[config.mk]
export PLATFORM = sky130hd
export DESIGN_NAME = poly_note_player
export DESIGN_NICKNAME = d
export VERILOG_FILES = /design/src/rtl/poly_note_player_pkg.sv /design/src/rtl/frequency_rom.sv /design/src/rtl/poly_voice_bank.sv /design/src/rtl/sine_rom.sv /design/src/rtl/poly_note_player.sv
export SDC_FILE = /design/constraint.sdc
export NUM_CORES = 1
export LEC_CHECK = 0
export ABC_AREA = 1
export BUFFER_PORTS_ARGS = -buffer_cell sky130_fd_sc_hd__buf_2
export CORE_MARGIN = 2
export CORE_UTILIZATION = 47
export CTS_CLUSTER_DIAMETER = 30
export DETAILED_ROUTE_END_ITERATION = 10
export MAX_ROUTING_LAYER = met4
export PLACE_DENSITY_LB_ADDON = 0.15
export SETUP_SLACK_MARGIN = 0.05
export SYNTH_ARGS = -nofsm -noshare
export SYNTH_HDL_FRONTEND = slang
export SYNTH_HIERARCHICAL = 1
export SYNTH_SLANG_ARGS = --single-unit
[constraint.sdc]
create_clock -name clk -period 6.15 [get_ports clk]
set_clock_uncertainty 0.15 [all_clocks]
set_input_delay 0.3075 -clock clk [delete_from_list [all_inputs] [get_ports clk]]
set_output_delay 0.3075 -clock clk [all_outputs]
set_load 0.02 [all_outputs]
[src/rtl/poly_note_player_pkg.sv]
// Shared definitions for the polyphonic note player: voice index width,
// mix FSM encoding and the rest note code.
package poly_note_player_pkg;

    localparam int NOTE_W  = 6;
    localparam int SINE_AW = 10;
    localparam logic [NOTE_W-1:0] REST_NOTE = 6'd0;

    typedef enum logic [2:0] {
        S_IDLE,
        S_STEP,
        S_PHASE,
        S_ACC,
        S_DONE
    } mix_state_t;

    // A single voice still needs a 1-bit index port.
    function automatic int vidx_w(input int n);
        return (n > 1) ? $clog2(n) : 1;
    endfunction

endpackage

[src/rtl/frequency_rom.sv]
// Note-to-phase-step table, one-cycle registered read.
// Step grows linearly with the note code; note 0 (rest) yields step 0.
module frequency_rom #(
    parameter int STEP_W = 20
) (
    input  logic              clk,
    input  logic [5:0]        addr,
    output logic [STEP_W-1:0] dout
);

    always_ff @(posedge clk) begin
        dout <= STEP_W'({addr, 12'd0});
    end

endmodule

[src/rtl/poly_voice_bank.sv]
// Per-voice note, duration and phase state with load/beat handling.
// One read/update port, indexed by the mix FSM, serves the phase accumulators.
module poly_voice_bank
    import poly_note_player_pkg::*;
#(
    parameter int NUM_VOICES = 4,
    parameter int DUR_W      = 6,
    parameter int PHASE_W    = 22,
    parameter int VIDX_W     = 2
) (
    input  logic                  clk,
    input  logic                  reset_n,
    input  logic                  play_enable,
    input  logic                  load_new_note,
    input  logic [VIDX_W-1:0]     load_voice,
    input  logic [NOTE_W-1:0]     note_to_load,
    input  logic [DUR_W-1:0]      duration_to_load,
    input  logic                  beat,
    input  logic [VIDX_W-1:0]     rd_voice,
    output logic [NOTE_W-1:0]     rd_note,
    output logic [PHASE_W-1:0]    rd_phase,
    output logic                  rd_active,
    input  logic                  ph_wr_en,
    input  logic [PHASE_W-1:0]    ph_wr_data,
    output logic [NUM_VOICES-1:0] voice_active
);

    logic [NUM_VOICES-1:0][NOTE_W-1:0]  note_v;
    logic [NUM_VOICES-1:0][PHASE_W-1:0] phase_v;

    for (genvar v = 0; v < NUM_VOICES; v++) begin : g_voice
        logic [NOTE_W-1:0]  note_q;
        logic [DUR_W-1:0]   dur_q;
        logic [PHASE_W-1:0] phase_q;
        logic               ld, sel;

        assign ld  = load_new_note && (load_voice == VIDX_W'(v));
        assign sel = rd_voice == VIDX_W'(v);

        // A load overrides both a same-cycle beat and a same-cycle phase write.
        always_ff @(posedge clk or negedge reset_n) begin
            if (!reset_n) begin
                note_q  <= REST_NOTE;
                dur_q   <= '0;
                phase_q <= '0;
            end else if (ld) begin
                note_q  <= note_to_load;
                dur_q   <= duration_to_load;
                phase_q <= '0;
            end else begin
                if (beat && play_enable && dur_q != '0)
                    dur_q <= dur_q - 1'b1;
                if (ph_wr_en && sel)
                    phase_q <= ph_wr_data;
            end
        end

        assign note_v[v]       = note_q;
        assign phase_v[v]      = phase_q;
        assign voice_active[v] = (note_q != REST_NOTE) && (dur_q != '0);
    end

    assign rd_note   = note_v[rd_voice];
    assign rd_phase  = phase_v[rd_voice];
    assign rd_active = voice_active[rd_voice];

endmodule

[src/rtl/sine_rom.sv]
// Piecewise-linear sine approximation, one-cycle registered read.
// Quarter-wave magnitude is mirrored by addr[8] and negated by addr[9].
module sine_rom #(
    parameter int DATA_W = 16
) (
    input  logic                     clk,
    input  logic [9:0]               addr,
    output logic signed [DATA_W-1:0] dout
);

    localparam int SLOPE = (1 << (DATA_W - 9)) - 1;

    logic [8:0]               mag_idx;
    logic signed [DATA_W-1:0] mag;

    always_comb begin
        mag_idx = addr[8] ? (9'd256 - {1'b0, addr[7:0]}) : {1'b0, addr[7:0]};
        mag     = DATA_W'(int'(mag_idx) * SLOPE);
    end

    always_ff @(posedge clk) begin
        dout <= addr[9] ? -mag : mag;
    end

endmodule

[src/rtl/poly_note_player.sv]
// Time-multiplexed polyphonic player: walks all voices per codec request and mixes them.
// POLY_NOTE_PLAYER_SAT_EN selects saturating (unscaled) output instead of the 1/NUM_VOICES mix.
module poly_note_player
    import poly_note_player_pkg::*;
#(
    parameter int  NUM_VOICES = 4,
    parameter int  DUR_W      = 6,
    parameter int  SAMPLE_W   = 16,
    parameter int  PHASE_W    = 22,
    localparam int VIDX_W     = vidx_w(NUM_VOICES)
) (
    input  logic                       clk,
    input  logic                       reset_n,
    input  logic                       play_enable,
    input  logic                       load_new_note,
    input  logic [VIDX_W-1:0]          load_voice,
    input  logic [NOTE_W-1:0]          note_to_load,
    input  logic [DUR_W-1:0]           duration_to_load,
    input  logic                       beat,
    input  logic                       generate_next_sample,
    output logic signed [SAMPLE_W-1:0] sample_out,
    output logic                       sample_ready,
    output logic [NUM_VOICES-1:0]      voice_active,
    output logic                       busy
);

    localparam int ACC_W  = SAMPLE_W + VIDX_W;
    localparam int STEP_W = 20;
    localparam logic signed [ACC_W-1:0] OUT_MAX = ACC_W'((1 <<< (SAMPLE_W - 1)) - 1);
    localparam logic signed [ACC_W-1:0] OUT_MIN = ACC_W'(-(1 <<< (SAMPLE_W - 1)));

    mix_state_t                 state, state_nxt;
    logic [VIDX_W-1:0]          v_idx;
    logic                       last_voice, mix_en, ph_wr_en, rd_active;
    logic [NOTE_W-1:0]          rd_note;
    logic [PHASE_W-1:0]         rd_phase, phase_sum;
    logic [STEP_W-1:0]          step;
    logic signed [SAMPLE_W-1:0] sine, mixed;
    logic signed [ACC_W-1:0]    sine_ext, acc, acc_nxt;

    poly_voice_bank #(
        .NUM_VOICES(NUM_VOICES), .DUR_W(DUR_W), .PHASE_W(PHASE_W), .VIDX_W(VIDX_W)
    ) u_bank (
        .clk, .reset_n, .play_enable, .load_new_note, .load_voice, .note_to_load,
        .duration_to_load, .beat,
        .rd_voice   (v_idx),
        .rd_note    (rd_note),
        .rd_phase   (rd_phase),
        .rd_active  (rd_active),
        .ph_wr_en   (ph_wr_en),
        .ph_wr_data (phase_sum),
        .voice_active
    );

    frequency_rom #(.STEP_W(STEP_W)) u_freq (.clk, .addr(rd_note), .dout(step));
    sine_rom #(.DATA_W(SAMPLE_W)) u_sine (.clk, .addr(phase_sum[PHASE_W-1 -: SINE_AW]), .dout(sine));

    assign last_voice = v_idx == VIDX_W'(NUM_VOICES - 1);
    assign mix_en     = rd_active && play_enable;
    assign phase_sum  = rd_phase + PHASE_W'(step);
    assign ph_wr_en   = (state == S_PHASE) && mix_en;
    assign sine_ext   = {{VIDX_W{sine[SAMPLE_W-1]}}, sine};
    assign sample_ready = state == S_DONE;
    assign busy         = state != S_IDLE;

    always_comb begin
        state_nxt = state;
        acc_nxt   = acc;
        case (state)
            S_IDLE:  if (generate_next_sample) state_nxt = S_STEP;
            S_STEP:  state_nxt = S_PHASE;
            S_PHASE: state_nxt = S_ACC;
            S_ACC: begin
                acc_nxt   = acc + (mix_en ? sine_ext : '0);
                state_nxt = last_voice ? S_DONE : S_STEP;
            end
            S_DONE:  state_nxt = S_IDLE;
            default: state_nxt = S_IDLE;
        endcase
    end

    always_comb begin
`ifdef POLY_NOTE_PLAYER_SAT_EN
        if (acc_nxt > OUT_MAX)      mixed = SAMPLE_W'(OUT_MAX);
        else if (acc_nxt < OUT_MIN) mixed = SAMPLE_W'(OUT_MIN);
        else                        mixed = SAMPLE_W'(acc_nxt);
`else
        mixed = SAMPLE_W'(acc_nxt >>> VIDX_W);
`endif
    end

    // sample_out is loaded on the last ACC so it is already valid while sample_ready is high.
    always_ff @(posedge clk or negedge reset_n) begin
        if (!reset_n) begin
            state      <= S_IDLE;
            v_idx      <= '0;
            acc        <= '0;
            sample_out <= '0;
        end else begin
            state <= state_nxt;
            if (state == S_IDLE && generate_next_sample) begin
                acc   <= '0;
                v_idx <= '0;
            end else if (state == S_ACC) begin
                acc <= acc_nxt;
                if (last_voice) sample_out <= mixed;
                else            v_idx      <= v_idx + 1'b1;
            end
        end
    end

endmodule

==> impl_metrics.json, run 1 <==
{
  "outcome": "finished, violations left",
  "violations": "setup timing",
  "clk_path_buf_depth": 2,
  "grt_overflow": 0,
  "crit_slowest_cell": "fa_1",
  "initial_core_util": 0.481,
  "nNetsFinal": 2203,
  "htree_levels": 4,
  "dp_hpwl_mm": 25.7,
  "wl_mm": 37.2,
  "wl_met3_mm": 2.25,
  "clockRootBuffer": "clkbuf_16",
  "crit_required_ns": 6.33,
  "grt_pass1_wl_mm": 61.1,
  "worstSetupPathType": "reg2reg",
  "cts.sink_count": 197,
  "area.growth.synth_to_final_pct": 28.9,
  "cts_made_buffers": 17,
  "tightest_slew_ns": 1.23,
  "r2r_start": "v_idx[0]",
  "grt_pass1_vias": 12500,
  "drc_errors": 0,
  "die_h_um": 173,
  "cap_violations": 0,
  "crit_path_end_kind": "flop",
  "reg2reg_depth": 39,
  "num_vias": 12800,
  "drt_iter0_markers": 824,
  "postLayoutCoreUtil": 0.620,
  "diodes": 0,
  "wl_per_cell_um": 15.1,
  "rows": 61,
  "cpPeakStageDelay_ns": 0.51,
  "syn-cell-area_um2": 13500,
  "setup_violations": 6,
  "port_buffers": 41,
  "routabilityCongestion": 0.906,
  "topRoutingLayerUsed": "met4",
  "clk_latency_ns": 0.45,
  "period_minus_slack_ns": 6.24,
  "syn_inst": 1841,
  "max_freq_mhz": 160,
  "worstPathArrival_ns": 6.41,
  "min_path_type": "in2reg",
  "grt_usage": 0.255,
  "synth_edf_count": 0,
  "antenna_found_initial": 0,
  "yosys_warnings": 6,
  "ios": 42,
  "drive_gt1_frac": 0.255,
  "dieWidth_um": 173,
  "ys_seq_area_frac": 0.358,
  "route.met2.wl_mm": 17.3,
  "ant_nets": 0,
  "dr.pass1.iters": 5,
  "async_flop_share": 0.888,
  "synth_cell_type_count": 48,
  "ys_ff_latch": 197,
  "slew_violations": 0,
  "dieArea_um2": 30000,
  "clk_pin_slew_ns": 0.07,
  "worstPathMaxFanout": 5,
  "start_kind": "flop",
  "coreArea_um2": 28000,
  "r2r-end": "u_sine/dout[15]",
  "hold_viol": 0,
  "cp_common_cell": "nand2_1",
  "worst_slack_ns": -0.0853,
  "fillCellCount": 2479,
  "max-slew-margin-rel": 0.180,
  "cp-startpoint": "v_idx[0]",
  "endpoint": "u_sine/dout[15]",
  "cts_tree": "built",
  "rrSetupSlack_ns": -0.09,
  "syn_avg_cell_area_um2": 7.32,
  "wl_met1_mm": 16.9,
  "synth_flop_cell": "dfrtp_1",
  "finalCritPeriodShare": 1.01,
  "whs_path_depth": 3,
  "viasPerCell": 5.18,
  "rsz0062_at_grt": "yes",
  "grt_max_degree": 111
}
[worst max-delay path: cells and delay by family (launching register included)]
kind / cells / cell delay, ns
AND/OR/NAND/NOR: 15 / 1.28
adder cells (fa/ha/maj): 6 / 1.98
XOR/XNOR: 3 / 0.42
flip-flops: 1 / 0.48
AO/OA/AOI/OAI: 5 / 0.88
buffers and inverters: 10 / 0.92
[sequential cells by signal, indices dropped and copies added (netlist names)]
signal                  flops
u_sine/dout                16
state                       3
sample_out                 16
u_bank/g_voice.phase_q     88
acc                        18
u_bank/g_voice.note_q      24
v_idx                       2
u_freq/dout                 6
u_bank/g_voice.dur_q       24
[cells by family (layout without fill, tap and decap cells)]
| group | Yosys count | in the layout | synth area share |
|---|---|---|---|
| buffers and inverters | 370 | 607 | 0.111 |
| adder cells (fa/ha/maj) | 104 | 104 | 0.105 |
| AND/OR/NAND/NOR | 839 | 840 | 0.268 |
| AO/OA/AOI/OAI | 278 | 278 | 0.121 |
| other | 1 | 14 | 0.000278 |
| XOR/XNOR | 52 | 52 | 0.0371 |
| flip-flops | 197 | 197 | 0.358 |
[synthesized netlist by cell type (19+ instances only)]
cell	instances	area, um2
inv_1	293	1100
ha_1	89	1110
dfxtp_1	22	440
a21oi_1	57	285
nand2_1	471	1770
o22ai_1	67	419
nor2_1	128	480
dfrtp_1	175	4380
nand4_1	23	144
xnor2_1	21	184
nand2_2	22	138
xor2_1	28	245
nand3_1	152	761
buf_2	27	135
inv_2	19	71.3
o21ai_0	93	465
[cells in the final DEF (no fill, tap or decap), types with 17 or more instances in the layout]
master	synthesis	layout
a21oi_1	57	41
buf_2	27	40
buf_4	16	193
buf_6	1	24
clkbuf_16	0	17
dfrtp_1	175	173
dfxtp_1	22	22
ha_1	89	64
ha_4	0	22
inv_1	293	267
inv_2	19	36
nand2_1	471	414
nand2_2	22	53
nand2_4	2	27
nand3_1	152	143
nand4_1	23	23
nor2_1	128	114
o21ai_0	93	88
o22ai_1	67	67
xnor2_1	21	17
xor2_1	28	24
[area by class of cell]
type | instances | area (um2) | area share
clock buffers | 19 | 453 | 0.0261
clock inverters | 13 | 111 | 0.00641
inverters | 312 | 1200 | 0.0690
multi-input cells | 1288 | 8320 | 0.479
flip-flops and latches | 197 | 4820 | 0.278
well taps | 378 | 473 | 0.0272
repair buffers | 262 | 1980 | 0.114
repair inverters | 1 | 7.51 | 0.000432
[metrics by stage]
| step | hold WS (ns) | setup WS, ns | TNS (ns) | instance area (um2) | cells |
|---|---|---|---|---|---|
| after floorplan | -0.138 | 0.0544 | 0 | 13500 | 1854 |
| after global placement | 0.308 | -0.419 | -2.70 | 15100 | 2372 |
| after detailed placement | 0.313 | -0.522 | -3.39 | 15100 | 2372 |
| after CTS | 0.0185 | 0.0307 | 0 | 16700 | 2452 |
| after global routing | 0.0369 | -0.479 | -3.19 | 17400 | 2470 |
| final | 0.0298 | -0.0853 | -0.405 | 17400 | 2470 |
[worst min path at each step]
stage | from | endpoint | slack, ns
after floorplan | reset_n | acc[0] | -0.14
after global placement | sample_out[5] | sample_out[5] | 0.31
after detailed placement | sample_out[9] | sample_out[9] | 0.31
after CTS | duration_to_load[4] | u_bank/g_voice[2].dur_q[4] | 0.02
after global routing | duration_to_load[4] | u_bank/g_voice[2].dur_q[4] | 0.04
final | duration_to_load[4] | u_bank/g_voice[2].dur_q[4] | 0.03
[timing repair]
item / in CTS / in global routing
endpoints found under the setup margin: 10 / 11
hold endpoints to repair: 111 / 0
resized for setup: 150 / 123
hold buffers: 3 / 0
pin swaps: 99 / 79
setup buffers: 44 / 20
cloned: 2 / 0
[routing by layer]
layer	up-vias	track usage
met5	-	-
met4	0	0.0727
met3	64	0.0410
met2	369	0.406
met1	5973	0.338
li1	6399	-
Power of run 1 is left out: the tool's default activity adds up to more than one toggle a clock period on the data nets, which glitch-free logic cannot reach.
==> inputs of run 2 (changes only) <==
--- a/config.mk
+++ b/config.mk
@@ -7,6 +7,7 @@
 export LEC_CHECK = 0
 export ABC_AREA = 1
 export BUFFER_PORTS_ARGS = -buffer_cell sky130_fd_sc_hd__buf_2
+export CORE_ASPECT_RATIO = 0.8
 export CORE_MARGIN = 2
 export CORE_UTILIZATION = 47
 export CTS_CLUSTER_DIAMETER = 30
==> impl_metrics.json, run 2 (synthesis gave the netlist of run 1 again) <==
{
  "outcome": "finished, violations left",
  "violations": "setup timing",
  "largest_reg_flops": 88,
  "setup_violations": 7,
  "rows": 55,
  "slew_violations": 0,
  "grt_pass1_vias": 12100,
  "routabilityCongestion": 0.922,
  "min_path_type": "in2reg",
  "fin_hold_ws_ns": 0.0145,
  "max-slew-margin-rel": 0.171,
  "clk_latency_ns": 0.44,
  "worstPathArrival_ns": 6.40,
  "port_buffers": 41,
  "regMostFlops": "u_bank/g_voice.phase_q",
  "viasPerCell": 5.23,
  "dr.pass1.iters": 5,
  "htree_levels": 4,
  "dieArea_um2": 30100,
  "finalCritPeriodShare": 1.01,
  "period_minus_slack_ns": 6.23,
  "wl_mm": 37.1,
  "start_kind": "flop",
  "rsz0062_at_grt": "yes",
  "worst-path-buf-inv": 6,
  "cts.sink_count": 197,
  "postLayoutCoreUtil": 0.598,
  "cts_tree": "built",
  "grt_usage": 0.254,
  "cts_made_buffers": 17,
  "dp_hpwl_mm": 26.1,
  "cap_violations": 0,
  "drc_errors": 0,
  "drt_iter0_markers": 959,
  "clockRootBuffer": "clkbuf_16",
  "worstSetupPathType": "reg2reg",
  "diodes": 0,
  "final_common_cell": "nand2_1",
  "area.growth.synth_to_final_pct": 25.3,
  "crit_family": "adder cells",
  "clk_pin_slew_ns": 0.08,
  "coreArea_um2": 28200,
  "crit_slowest_cell": "fa_1",
  "hold_viol": 0,
  "wl_per_cell_um": 15.3,
  "ios": 42,
  "grt_pass1_wl_mm": 60.6,
  "nNetsFinal": 2163,
  "crit_path_end_kind": "flop",
  "num_vias": 12700,
  "dieWidth_um": 193,
  "grt_overflow": 0,
  "grt_max_degree": 110,
  "largestRegisters": "u_bank/g_voice.phase_q x88, u_bank/g_voice.dur_q x24, u_bank/g_voice.note_q x24",
  "crit_required_ns": 6.33,
  "fillCellCount": 2488,
  "worstPathMaxFanout": 6,
  "ant_nets": 0,
  "drive_gt1_frac": 0.233,
  "initial_core_util": 0.478,
  "die_h_um": 155,
  "final_cell_mix": "418 x nand2_1, 273 x inv_1, 174 x dfrtp_1",
  "worst_slack_ns": -0.0759,
  "max_freq_mhz": 161,
  "antenna_found_initial": 0,
  "cpPeakStageDelay_ns": 0.55,
  "clk_path_buf_depth": 2,
  "tightest_slew_ns": 1.24
}
run 2: worst paths after layout:
kind / start / endpoint / slack, ns / cells after the start
max: v_idx[1] / u_sine/dout[15] / -0.08 / 37
min: generate_next_sample / state[0] / 0.01 / 3
max reg2reg: v_idx[1] / u_sine/dout[15] / -0.08 / 37
min reg2reg: sample_out[0] / sample_out[0] / 0.32 / 2
max in group asynchronous: reset_n / acc[4] / 4.01 / 3
min in group asynchronous: reset_n / u_bank/g_voice[2].dur_q[5] / 0.38 / 2
run 2: area by class of cell:
type	instances	area (um2)	share of cell area
clock buffers	19	433	0.0256
clock inverters	13	155	0.00919
inverters	312	1180	0.0701
multi-input cells	1287	8170	0.484
flip-flops and latches	197	4820	0.286
well taps	370	463	0.0274
repair buffers	224	1660	0.0984
run 2: metrics by stage:
stage                     std cells  instance area (um2)  worst slack [ns]  TNS, ns
final                          2422                16900           -0.0759   -0.313
after global routing           2422                16900            -0.330    -2.55
after CTS                      2403                16300            0.0616        0
after detailed placement       2344                14900            -0.531    -3.96
after global placement         2344                14900            -0.414    -2.72
after floorplan                1854                13500            0.0544        0
run 2: worst min-delay path: cells and delay by family:
family	cells	cell delay [ns]
buffers and inverters	1	0.11
AND/OR/NAND/NOR	1	0.09
AO/OA/AOI/OAI	1	0.05
run 2: layer usage:
metal / vias up / GRT usage / wire, um
met5: - / - / 0
met1: 5956 / 0.366 / 18300
met3: 37 / 0.0466 / 2340
met4: 0 / 0.0462 / 382
met2: 362 / 0.375 / 16100
li1: 6324 / - / -
run 2: timing repair:
action / CTS / global route
buffers inserted: 25 / 20
resized for setup: 105 / 126
hold buffers: 2 / 0
pin swaps: 51 / 93
endpoints found under the hold margin: 109 / 0
endpoints found under the setup margin: 10 / 10
Power of run 2 is left out for the same reason.
